==> config.mk <==
export PLATFORM = sky130hd
export DESIGN_NAME = priority_encoder
export DESIGN_NICKNAME = d
export VERILOG_FILES = /design/src/rtl/priority_encoder.sv
export SDC_FILE = /design/constraint.sdc
export NUM_CORES = 1
export LEC_CHECK = 0
export CORE_AREA = 8 8 45 47
export DETAILED_ROUTE_END_ITERATION = 12
export DIE_AREA = 0 0 53 55
export PLACE_DENSITY_LB_ADDON = 0.25
export SYNTH_ARGS = -nofsm -noshare
export SYNTH_HDL_FRONTEND = slang
export SYNTH_SLANG_ARGS = --single-unit
==> constraint.sdc <==
create_clock -name clk -period 1.3 [get_ports clk]
set_clock_uncertainty 0.2 [all_clocks]
set_input_delay 0.26 -clock clk [delete_from_list [all_inputs] [get_ports clk]]
set_output_delay 0.26 -clock clk [all_outputs]
set_load 0.05 [all_outputs]
==> src/rtl/priority_encoder.sv <==
// MSB-first priority encoder: combinational index/valid of the highest set request bit,
// plus a one-cycle registered copy with synchronous active-low reset.
module priority_encoder #(
  parameter int unsigned IN_W  = 4,
  parameter int unsigned OUT_W = $clog2(IN_W)
) (
  input  logic             clk,
  input  logic             rst_n,
  input  logic [IN_W-1:0]  en_in,
  output logic [OUT_W-1:0] en_out,
  output logic             en_valid,
  output logic [OUT_W-1:0] en_out_q,
  output logic             en_valid_q
);

  logic [OUT_W-1:0] en_out_d;
  logic             en_valid_d;

  // Ascending scan so the last (highest) set bit overwrites any lower match.
  always_comb begin
    en_out_d = '0;
    for (int unsigned i = 0; i < IN_W; i++) begin
      if (en_in[i]) begin
        en_out_d = OUT_W'(i);
      end
    end
    en_valid_d = |en_in;
  end

  assign en_out   = en_out_d;
  assign en_valid = en_valid_d;

  always_ff @(posedge clk) begin
    if (!rst_n) begin
      en_out_q   <= '0;
      en_valid_q <= 1'b0;
    end else begin
      en_out_q   <= en_out_d;
      en_valid_q <= en_valid_d;
    end
  end

endmodule

==> impl_metrics.json <==
{
  "port_buffers": 11,
  "syn_inst": 10,
  "nNetsFinal": 33,
  "setup_tns_ps": -249.4,
  "fin_crit_sh": 1.167,
  "final.fill_count": 143,
  "cts_made_buffers": 3,
  "drive_gt1_frac": 0.7308,
  "synth_top_area_share": 0.5333,
  "yosysWarnings": 0,
  "setup_violations": 3,
  "drtIter0Drc": 0,
  "rsz0062_at_grt": "yes",
  "numClockSinks": 3,
  "wirelength_um": 422,
  "ys_seq_area_frac": 0.5333,
  "finalWeightedCongestion": 0.5654,
  "clockBufferDepth": 2,
  "ys_async_sr_fraction": 0,
  "rows": 14,
  "arrival_ps": 1060,
  "drt_first_pass_iters": 1,
  "tritoncts": "done",
  "slew_violations": 0,
  "syn_to_final_growth_pct": 211.1,
  "hold_slack_ps": 130.4,
  "dr_total_vias": 135,
  "drv_cap": 0,
  "period_needed_ps": 1517,
  "detail_route.wl_per_cell_um": 10.05,
  "synth.most_common_cell": "dfxtp_1",
  "finalHoldViolCount": 0,
  "start_util": 0.08137,
  "die_y_um": 55,
  "required_ps": 840,
  "chipWidth_um": 53,
  "grt_use_total": 0.03768,
  "clk_pin_slew_ps": 40,
  "antenna_found_initial": 0,
  "synth_common_cells": "dfxtp_1, or2_1",
  "relSlewSlack": 0.9245,
  "grt_pass1_wl_um": 669,
  "grt_max_degree": 4,
  "grt_pass1_vias": 162,
  "viasPerCell": 3.214,
  "dpl_cell_area_um2": 297.8,
  "synth_fp_nets": 16,
  "die_area_um2": 2915,
  "yosysTopAreaCell": "dfxtp_1",
  "netlist_area_um2": 112.6,
  "h-tree-depth": 1,
  "worst_slew_pin_slew_ps": 113.0,
  "outcome": "finished with violations",
  "fp.coreArea_um2": 1384,
  "num_antenna_cells": 0,
  "post-route-util": 0.2532,
  "ant_nets": 0,
  "route.detailed.drc": 0,
  "startpoint_type": "input port",
  "cp-end-kind": "output port",
  "ir_drop_uv": 301.8,
  "cts-root-buf": "clkbuf_4",
  "avgSynthCellArea_um2": 11.26,
  "ioPinCount": 12,
  "fin_ws_ps": -217.1,
  "synth_area_leaders": "dfxtp_1, or2_1, or4_4, and2_4, o21a_1",
  "synth_ff_type": "dfxtp_1",
  "grt-ovfl-total": 0,
  "violations": "negative setup slack",
  "worstHoldPathType": "input port to flip-flop",
  "yosysUniqueCellTypes": 7,
  "synth-seq-cells": 3,
  "p_per_area_nw_per_um2": 1113,
  "max_freq_mhz": 659.2,
  "leakagePower_nw": 0.1544,
  "worst-setup-path-type": "input port to output port",
  "crit_fanout": 2,
  "synth_edf_count": 0,
  "design_area_um2": 350.3
}
## final timing paths
path              cells after the start     start                      to
setup / recovery                      3  en_in[0]                en_valid
hold / removal                        3  en_in[3]  en_out_q[0]$_SDFF_PN0_
## layer usage
metal | track usage | vias to the layer above | share of wire
li1 | - | 66 | -
met1 | 0.02883 | 57 | 0.37
met2 | 0.03516 | 12 | 0.36
met3 | 0.06150 | 0 | 0.26
met4 | 0.03879 | 0 | 0
met5 | 0 | - | 0
## what timing repair did
action | in CTS | in global routing
setup endpoints to repair | 5 | 3
hold buffers | 0 | 0
buffers inserted | 0 | 1
pin swaps | 3 | 2
gates resized for setup | 24 | 2
## power by group
group          switching (mW)  total (mW)  internal [mW]
combinational          0.0545       0.122         0.0671
sequential            0.00487       0.104         0.0988
clock                  0.0494       0.165          0.115
## placed cells by master (no fill, tap or decap)
cell,n
or2_4,2
o21a_1,1
clkbuf_4,3
or4_4,1
buf_6,3
nor2b_4,1
and2_4,1
clkdlybuf4s50_1,1
dfxtp_1,3
buf_8,2
clkbuf_1,1
buf_12,5
and2_1,1
buf_2,1
## final cells by class
type                       instances  area (µm²)  share of cell area
clock buffer                       4       26.28             0.07500
multi-input combinational          7       65.06              0.1857
sequential                         3       60.06              0.1714
tap                               16       20.02             0.05714
timing repair buffer              12       178.9              0.5107
## kinds of logic (layout without fill, tap and decap cells)
| family | count (synthesis) | after routing | synth area share |
|---|---|---|---|
| and+or+nand+nor | 6 | 6 | 0.4001 |
| buffers and inverters | 0 | 16 | 0 |
| AOI/OAI and AO/OA | 1 | 1 | 0.06669 |
| DFF | 3 | 3 | 0.5334 |
## through the flow
| stage | setup WS, ps | std cells | power [mW] |
|---|---|---|---|
| after global routing | -225.5 | 42 | 0.4178 |
| after detailed placement | -612.1 | 38 | 0.2185 |
| after floorplan | -86.17 | 10 | 0.1503 |
| final | -217.1 | 42 | 0.3899 |
| after global placement | -596.4 | 38 | 0.2169 |
| after CTS | -220.3 | 42 | 0.3986 |
## flip-flops by register name, summed over array words and instances, names as in the netlist
signal,count
en_valid_q,1
en_out_q,2
## critical path: stages
cell and delay, ps:
buf_6 90, or4_4 540, buf_8 170
No activity file was read; power rests on OpenSTA's default activity.
